===== config.mk =====
export PLATFORM = sky130hd
export DESIGN_NAME = dct8x8_row_unpack_flat
export DESIGN_NICKNAME = d
export VERILOG_FILES = /design/src/rtl/dct8x8_pkg.sv /design/src/rtl/dct8x8_row_unpack_if.sv /design/src/rtl/dct8x8_pair_slots.sv /design/src/rtl/dct8x8_row_unpack.sv /design/src/flat_wrapper.sv
export SDC_FILE = /design/constraint.sdc
export NUM_CORES = 1
export LEC_CHECK = 0
export CAP_MARGIN = 30
export CORE_UTILIZATION = 40
export DETAILED_ROUTE_END_ITERATION = 6
export GPL_ROUTABILITY_DRIVEN = 0
export SLEW_MARGIN = 20
export SYNTH_ARGS = -nofsm -noshare
export SYNTH_HDL_FRONTEND = slang
export SYNTH_SLANG_ARGS = --single-unit

===== constraint.sdc =====
create_clock -name clk -period 2.4 [get_ports clk]
set_input_delay 0.6 -clock clk [delete_from_list [all_inputs] [get_ports clk]]
set_output_delay 0.6 -clock clk [all_outputs]
set_load 0.1 [all_outputs]

===== src/rtl/dct8x8_pkg.sv =====
// ---------------------------------------------------------------------------
// dct8x8_pkg
// Constants and types shared by the 8x8 DCT transpose buffer controller and
// its read-side row unpacker.
//   DCT_N          : samples per row and rows per block
//   ROWS_PER_BEAT  : rows carried by one buffer output beat
//   BEATS_PER_BLK  : beats that make up one 8x8 block
//   ROW_IDX_W      : width of a row index within a block
//   occ_state_e    : occupancy of the two-slot pair store
// ---------------------------------------------------------------------------
package dct8x8_pkg;

  localparam int DCT_N         = 8;
  localparam int ROWS_PER_BEAT = 2;
  localparam int BEATS_PER_BLK = 4;
  localparam int ROW_IDX_W     = $clog2(BEATS_PER_BLK * ROWS_PER_BEAT);

  // Number of filled pair slots; EMPTY must stay the all-zero encoding so the
  // reset value reads naturally in waveforms.
  typedef enum logic [1:0] {
    EMPTY = 2'd0,
    ONE   = 2'd1,
    FULL  = 2'd2
  } occ_state_e;

  // True when the given index is the final row of a block.
  function automatic logic is_last_row(input logic [ROW_IDX_W-1:0] idx);
    return idx == ROW_IDX_W'(DCT_N - 1);
  endfunction

endpackage


===== src/rtl/dct8x8_row_unpack_if.sv =====
// ---------------------------------------------------------------------------
// dct8x8_row_unpack_if
// Bundles the beat-side and row-side handshakes of the row unpacker.
//   pair_vld_i / pair_rdy_i / pair_data_i : 2-row beats from the buffer
//   row_vld_o / row_rdy_o / row_data_o    : single rows to the 1-D DCT stage
//   row_idx_o / row_last_o                : position of the row in its block
//   busy_o                                : unpacker holds or owes data
// The slave modport is the unpacker's view, master is the environment's view.
// ---------------------------------------------------------------------------
interface dct8x8_row_unpack_if
  import dct8x8_pkg::*;
#(
  parameter int DW = 16
);

  logic                                   pair_vld_i;
  logic                                   pair_rdy_i;
  logic [DCT_N*ROWS_PER_BEAT*DW-1:0]      pair_data_i;
  logic                                   row_vld_o;
  logic                                   row_rdy_o;
  logic [DCT_N*DW-1:0]                    row_data_o;
  logic [ROW_IDX_W-1:0]                   row_idx_o;
  logic                                   row_last_o;
  logic                                   busy_o;

  modport slave (
    input  pair_vld_i,
    input  pair_data_i,
    input  row_rdy_o,
    output pair_rdy_i,
    output row_vld_o,
    output row_data_o,
    output row_idx_o,
    output row_last_o,
    output busy_o
  );

  modport master (
    output pair_vld_i,
    output pair_data_i,
    output row_rdy_o,
    input  pair_rdy_i,
    input  row_vld_o,
    input  row_data_o,
    input  row_idx_o,
    input  row_last_o,
    input  busy_o
  );

endinterface


===== src/rtl/dct8x8_pair_slots.sv =====
// ---------------------------------------------------------------------------
// dct8x8_pair_slots
// Two-entry register file holding 2-row beats. One synchronous write port
// and one combinational read port that returns either half of a slot.
//   clk, rst_n  : clock, asynchronous active-low reset (slots clear to 0)
//   wr_en_i     : write strobe
//   wr_sel_i    : slot to write
//   wr_data_i   : beat to store (even row in low half, odd row in high half)
//   rd_sel_i    : slot to read
//   rd_half_i   : 0 = even row, 1 = odd row
//   rd_data_o   : selected row
// ---------------------------------------------------------------------------
module dct8x8_pair_slots
  import dct8x8_pkg::*;
#(
  parameter int DW = 16
) (
  input  logic                              clk,
  input  logic                              rst_n,
  input  logic                              wr_en_i,
  input  logic                              wr_sel_i,
  input  logic [DCT_N*ROWS_PER_BEAT*DW-1:0] wr_data_i,
  input  logic                              rd_sel_i,
  input  logic                              rd_half_i,
  output logic [DCT_N*DW-1:0]               rd_data_o
);

  localparam int RW = DCT_N * DW;
  localparam int PW = ROWS_PER_BEAT * RW;

  logic [PW-1:0] slot_q [2];

  // Slot storage. Clearing on reset keeps the row output at zero until the
  // first beat arrives, so the downstream stage never sees stale X data.
  always_ff @(posedge clk or negedge rst_n) begin
    if (!rst_n) begin
      slot_q[0] <= '0;
      slot_q[1] <= '0;
    end else if (wr_en_i) begin
      slot_q[wr_sel_i] <= wr_data_i;
    end
  end

  // Read port: pick the slot, then the row half within it.
  always_comb begin
    rd_data_o = slot_q[rd_sel_i][RW-1:0];
    if (rd_half_i) begin
      rd_data_o = slot_q[rd_sel_i][PW-1:RW];
    end
  end

endmodule


===== src/rtl/dct8x8_row_unpack.sv =====
// ---------------------------------------------------------------------------
// dct8x8_row_unpack
// Takes 2-row beats from the transpose buffer and re-emits them one 8-sample
// row per cycle, tagged with the row index inside the block and an
// end-of-block flag. A two-slot store lets the next beat land while the odd
// row of the current beat is still waiting, which sustains 1 row/cycle.
//   clk, rst_n          : clock, asynchronous active-low reset
//   bus.pair_vld_i/rdy  : beat handshake (rdy depends on occupancy only)
//   bus.pair_data_i     : beat, even row in low half
//   bus.row_vld_o/rdy   : row handshake
//   bus.row_data_o      : current row, sample 0 in LSBs
//   bus.row_idx_o       : row index 0..7 in block
//   bus.row_last_o      : high with row 7
//   bus.busy_o          : store non-empty or block partially emitted
// ---------------------------------------------------------------------------
module dct8x8_row_unpack
  import dct8x8_pkg::*;
#(
  parameter int DW = 16
) (
  input  logic                 clk,
  input  logic                 rst_n,
  dct8x8_row_unpack_if.slave   bus
);

  localparam int RW = DCT_N * DW;

  occ_state_e            state_q, state_d;
  logic                  wsel_q, wsel_d;
  logic                  rsel_q, rsel_d;
  logic [ROW_IDX_W-1:0]  ridx_q, ridx_d;

  logic                  pair_rdy;
  logic                  row_vld;
  logic                  accept;
  logic                  emit;
  logic                  rel;
  logic [RW-1:0]         row_data;

  // Handshake qualifiers. The beat-side ready looks only at occupancy so
  // there is no combinational path from the downstream ready back upstream.
  // The odd half of a slot is always ridx[0], so emitting with ridx[0] set
  // means the slot has been fully drained.
  assign pair_rdy = (state_q != FULL);
  assign row_vld  = (state_q != EMPTY);
  assign accept   = bus.pair_vld_i && pair_rdy;
  assign emit     = row_vld && bus.row_rdy_o;
  assign rel      = emit && ridx_q[0];

  // State register: occupancy, slot pointers and row counter.
  always_ff @(posedge clk or negedge rst_n) begin
    if (!rst_n) begin
      state_q <= EMPTY;
      wsel_q  <= 1'b0;
      rsel_q  <= 1'b0;
      ridx_q  <= '0;
    end else begin
      state_q <= state_d;
      wsel_q  <= wsel_d;
      rsel_q  <= rsel_d;
      ridx_q  <= ridx_d;
    end
  end

  // Next-state logic. In ONE an accept and a release in the same cycle
  // cancel out; the new beat goes to the free slot because wsel and rsel
  // differ whenever exactly one slot is occupied. FULL blocks accepts via
  // pair_rdy, so no write can land on an occupied slot.
  always_comb begin
    state_d = state_q;
    wsel_d  = wsel_q;
    rsel_d  = rsel_q;
    ridx_d  = ridx_q;

    case (state_q)
      EMPTY: begin
        if (accept) begin
          state_d = ONE;
        end
      end
      ONE: begin
        if (accept && !rel) begin
          state_d = FULL;
        end else if (!accept && rel) begin
          state_d = EMPTY;
        end
      end
      FULL: begin
        if (rel) begin
          state_d = ONE;
        end
      end
      default: begin
        state_d = EMPTY;
      end
    endcase

    if (accept) begin
      wsel_d = ~wsel_q;
    end
    if (emit) begin
      ridx_d = ridx_q + 1'b1;
    end
    if (rel) begin
      rsel_d = ~rsel_q;
    end
  end

  dct8x8_pair_slots #(
    .DW        (DW)
  ) u_slots (
    .clk       (clk),
    .rst_n     (rst_n),
    .wr_en_i   (accept),
    .wr_sel_i  (wsel_q),
    .wr_data_i (bus.pair_data_i),
    .rd_sel_i  (rsel_q),
    .rd_half_i (ridx_q[0]),
    .rd_data_o (row_data)
  );

  // Outputs. Everything comes from registered state, so the row fields stay
  // stable for as long as the downstream stage stalls.
  assign bus.pair_rdy_i = pair_rdy;
  assign bus.row_vld_o  = row_vld;
  assign bus.row_data_o = row_data;
  assign bus.row_idx_o  = ridx_q;
  assign bus.row_last_o = row_vld && is_last_row(ridx_q);
  assign bus.busy_o     = row_vld || (ridx_q != '0);

endmodule


===== src/flat_wrapper.sv =====
// flat-port wrapper written by rule: the top's interface ports become plain ports
module dct8x8_row_unpack_flat import dct8x8_pkg::*;
#(
  parameter int DW = 16
)
  (clk, rst_n, bus_pair_vld_i, bus_pair_data_i, bus_row_rdy_o, bus_pair_rdy_i, bus_row_vld_o, bus_row_data_o, bus_row_idx_o, bus_row_last_o, bus_busy_o);
  dct8x8_row_unpack_if #(.DW(DW)) bus_i ();
  input  logic clk;
  input  logic rst_n;
  input wire logic [$bits(bus_i.pair_vld_i)-1:0] bus_pair_vld_i;
  input wire logic [$bits(bus_i.pair_data_i)-1:0] bus_pair_data_i;
  input wire logic [$bits(bus_i.row_rdy_o)-1:0] bus_row_rdy_o;
  output wire logic [$bits(bus_i.pair_rdy_i)-1:0] bus_pair_rdy_i;
  output wire logic [$bits(bus_i.row_vld_o)-1:0] bus_row_vld_o;
  output wire logic [$bits(bus_i.row_data_o)-1:0] bus_row_data_o;
  output wire logic [$bits(bus_i.row_idx_o)-1:0] bus_row_idx_o;
  output wire logic [$bits(bus_i.row_last_o)-1:0] bus_row_last_o;
  output wire logic [$bits(bus_i.busy_o)-1:0] bus_busy_o;
  assign bus_i.pair_vld_i = bus_pair_vld_i;
  assign bus_i.pair_data_i = bus_pair_data_i;
  assign bus_i.row_rdy_o = bus_row_rdy_o;
  assign bus_pair_rdy_i = bus_i.pair_rdy_i;
  assign bus_row_vld_o = bus_i.row_vld_o;
  assign bus_row_data_o = bus_i.row_data_o;
  assign bus_row_idx_o = bus_i.row_idx_o;
  assign bus_row_last_o = bus_i.row_last_o;
  assign bus_busy_o = bus_i.busy_o;
  dct8x8_row_unpack #(.DW(DW)) u_core (.clk(clk), .rst_n(rst_n), .bus(bus_i));
endmodule

==> impl_metrics.csv <==
group,metric,value,unit
detailed_routing,wl,54100,µm
clock_tree,cts-root-buf,"clkbuf_16",
detailed_routing,ant_nets,0,
final_layout,area_growth,40.0,%
synthesis,async_flop_share,1.00,
detailed_routing,via_per_inst,5.13,
synthesis,yosys.cell_types.count,24,
timing,rsz0062_at_grt,"true",
floorplanning,core-area,55200,µm²
detailed_routing,wl_per_cell,21.4,µm
floorplanning,dieArea,57000,µm²
clock_tree,h-tree-depth,2,
global_route,overflow,0,
worst_setup_path,critPathMostFrequentCell,"buf_12",
placement,post-dp-hpwl,37900,µm
timing,worst_slack,-0.376,ns
worst_setup_path,worstSetupPathType,"reg2out",
detailed_routing,wl_met2,26200,µm
detailed_routing,drtIter0Drc,473,
worst_setup_path,slowest_stage,"mux4_2",
global_route,grt.total_usage,0.195,
final_layout,fillers,4357,
worst_setup_path,critPathLaunch,"u_core.rsel_q",
detailed_routing,wl_met1,23000,µm
synthesis,synth_top_flop_cell,"dfrtp_1",
floorplanning,initial_utilization,0.406,
run,drv_cap,0,
timing,finalClockSkew,0.0125,ns
timing,fin_crit_sh,1.16,
synthesis,syn_nets,1539,
synthesis,ys_ff_latch,519,
worst_setup_path,cp_max_fo,10,
global_route,antenna_found_initial,11,
clock_tree,path_clk_slew,0.06,ns
worst_setup_path,crit_path_cell_trace,"buf_12, clkbuf_16, mux4_2, buf_12",
worst_setup_path,cpPeakStageDelay,0.54,ns
worst_hold_path,hold_class,"reg2reg",
floorplanning,rows,86,
synthesis,netlist_instances,1276,
final_layout,multi_input_area,8910,µm²
worst_setup_path,arrival,2.18,ns
final_layout,drive_above_1_share,0.417,
floorplanning,io_pins,395,
floorplanning,dieHeight,239,µm
detailed_routing,first_pass_iters,4,
timing,holdWs,0.477,ns
clock_tree,clock_sinks,519,
timing,finalSetupViolations,130,
timing,fmax,360,MHz
final_layout,finalNetCount,1999,
synthesis,yosys_warnings,0,
placement,port_buffers,394,
worst_setup_path,rr_startpoint,"u_core.state_q[1]",
synthesis,ys_seq_area_frac,0.579,
final_layout,regArea,13000,µm²
timing,min_period,2.78,ns
floorplanning,die_w,239,µm
global_route,grt_pass1_vias,14528,
global_route,grt_pass1_wl,85000,µm
global_route,grt_max_degree,79,
outcome,failed_checks,"negative setup slack",
detailed_routing,routed.top_layer,"met5",
timing,maxSlewViolCount,0,
timing,finalHoldViolCount,0,
timing,relSlewSlack,0.623,
detailed_routing,num_vias,12986,
worst_setup_path,worstSetupEndpointType,"primary output",
synthesis,synth_edf_count,0,
outcome,status,"finished with violations",
detailed_routing,drc,0,
timing,worst_pin_slew,0.559,ns
worst_setup_path,crit_required,1.80,ns
clock_tree,numCtsBuffers,55,
detailed_routing,wl_met3,3510,µm
worst_setup_path,start_kind,"flip-flop",
clock_tree,cts_tree,"done",
clock_tree,clock_tree.buffer_depth,3,
synthesis,syn_avg_cell_area,17.6,µm²
worst_hold_path,worstHoldStart,"u_core.u_slots.slot_q[396]",
synthesis,syn-cell-area,22400,µm²
clock_tree,clk_latency,0.60,ns
-- worst paths after layout --
kind	to	depth (start not counted)	slack, ns
min reg2reg	u_core.u_slots.slot_q[396]	1	0.48
min	u_core.u_slots.slot_q[396]	1	0.48
min in group asynchronous	u_core.u_slots.slot_q[298]	2	0.53
max reg2reg	u_core.u_slots.slot_q[47]	6	0.46
max	bus_row_data_o[95]	4	-0.38
max in group asynchronous	u_core.u_slots.slot_q[208]	4	0.98
-- per-layer routing --
metal  global-route usage  up-vias
li1                     -     5717
met1                0.254     6895
met2                0.313      262
met3               0.0575       96
met4               0.0571       16
met5                    0        -
-- cells by family (layout without fill, tap and decap cells) --
kind of cell               after synthesis  after routing  share of synthesized area
xor gates and xnor gates                 2              2                   0.000781
buffers and inverters                   91            595                     0.0268
DFF                                    519            519                      0.579
AOI/OAI and AO/OA                        6              6                    0.00139
and+or+nand+nor                         13             13                    0.00368
adders and majority gates                3              3                    0.00167
muxes                                  642            642                      0.387
other                                    0              5                          0
-- Yosys cell counts, drive strengths merged, types with 2 or more instances --
master / count / area [µm²]
a21oi: 3 / 15.0
buf: 76 / 544
clkbuf: 10 / 37.5
dfrtp: 519 / 13000
ha: 3 / 37.5
inv: 5 / 18.8
mux2: 514 / 5790
mux4: 128 / 2880
nor2: 3 / 11.3
nor2b: 5 / 38.8
o21ai: 2 / 10.0
-- layout make-up --
class	count	area share
clock inverter	19	0.00506
antenna	5	0.000398
clock buffer	82	0.0522
timing repair buffer	489	0.214
sequential	519	0.414
inverter	5	0.000757
tap	748	0.0298
multi-input combinational	666	0.284
-- critical path: cells and delay by family, from the launching register on --
kind | cells | cell delay [ns]
muxes | 1 | 0.54
DFF | 1 | 0.45
buffers and inverters | 3 | 0.58
-- cell usage in the layout (no fill, tap or decap), drive strengths merged --
master / count
dfrtp: 519
mux2: 514
clkdlybuf4s50: 258
buf: 227
mux4: 128
clkbuf: 85
clkinv: 17
diode: 5
nor2b: 5
inv: 4
a21oi: 3
ha: 3
nor2: 3
o21ai: 2
bufinv: 2
nand3b: 1
nor3: 1
nand3: 1
xnor2: 1
nand2: 1
o22ai: 1
xor2: 1
nand2b: 1
clkinvlp: 1
dlygate4sd3: 1
-- metrics by stage --
stage | cells | instance area, µm² | worst slack (ns) | util | setup TNS, ns
2_1_floorplan | 1276 | 22400 | 0.0295 | - | 0
3_3_place_gp | 2408 | 29200 | -0.0301 | 0.529 | -1.36
3_5_place_dp | 2408 | 29200 | -0.0178 | 0.529 | -0.256
4_1_cts | 2522 | 31300 | -0.437 | 0.567 | -50.73
5_1_grt | 2531 | 31400 | -0.444 | 0.569 | -52.55
6_report | 2533 | 31400 | -0.376 | 0.569 | -43.80
-- state kept, by name, summed over array words and instances, names as in the netlist --
signal	cells
u_core.rsel_q	1
u_core.u_slots.slot_q	512
u_core.bus.row_idx_o	3
u_core.state_q	2
u_core.wsel_q	1
-- what timing repair did --
action / 4_1_cts / 5_1_grt
setup buffers: 9 / 3
gates resized for setup: 20 / 5
gates cloned: 3 / 3
setup endpoints to repair: 131 / 130
hold buffers: 1 / 0
hold endpoints to repair: 40 / 0
Power is left out: the tool's default activity adds up to more than one toggle a clock period on the data nets, which glitch-free logic cannot reach.
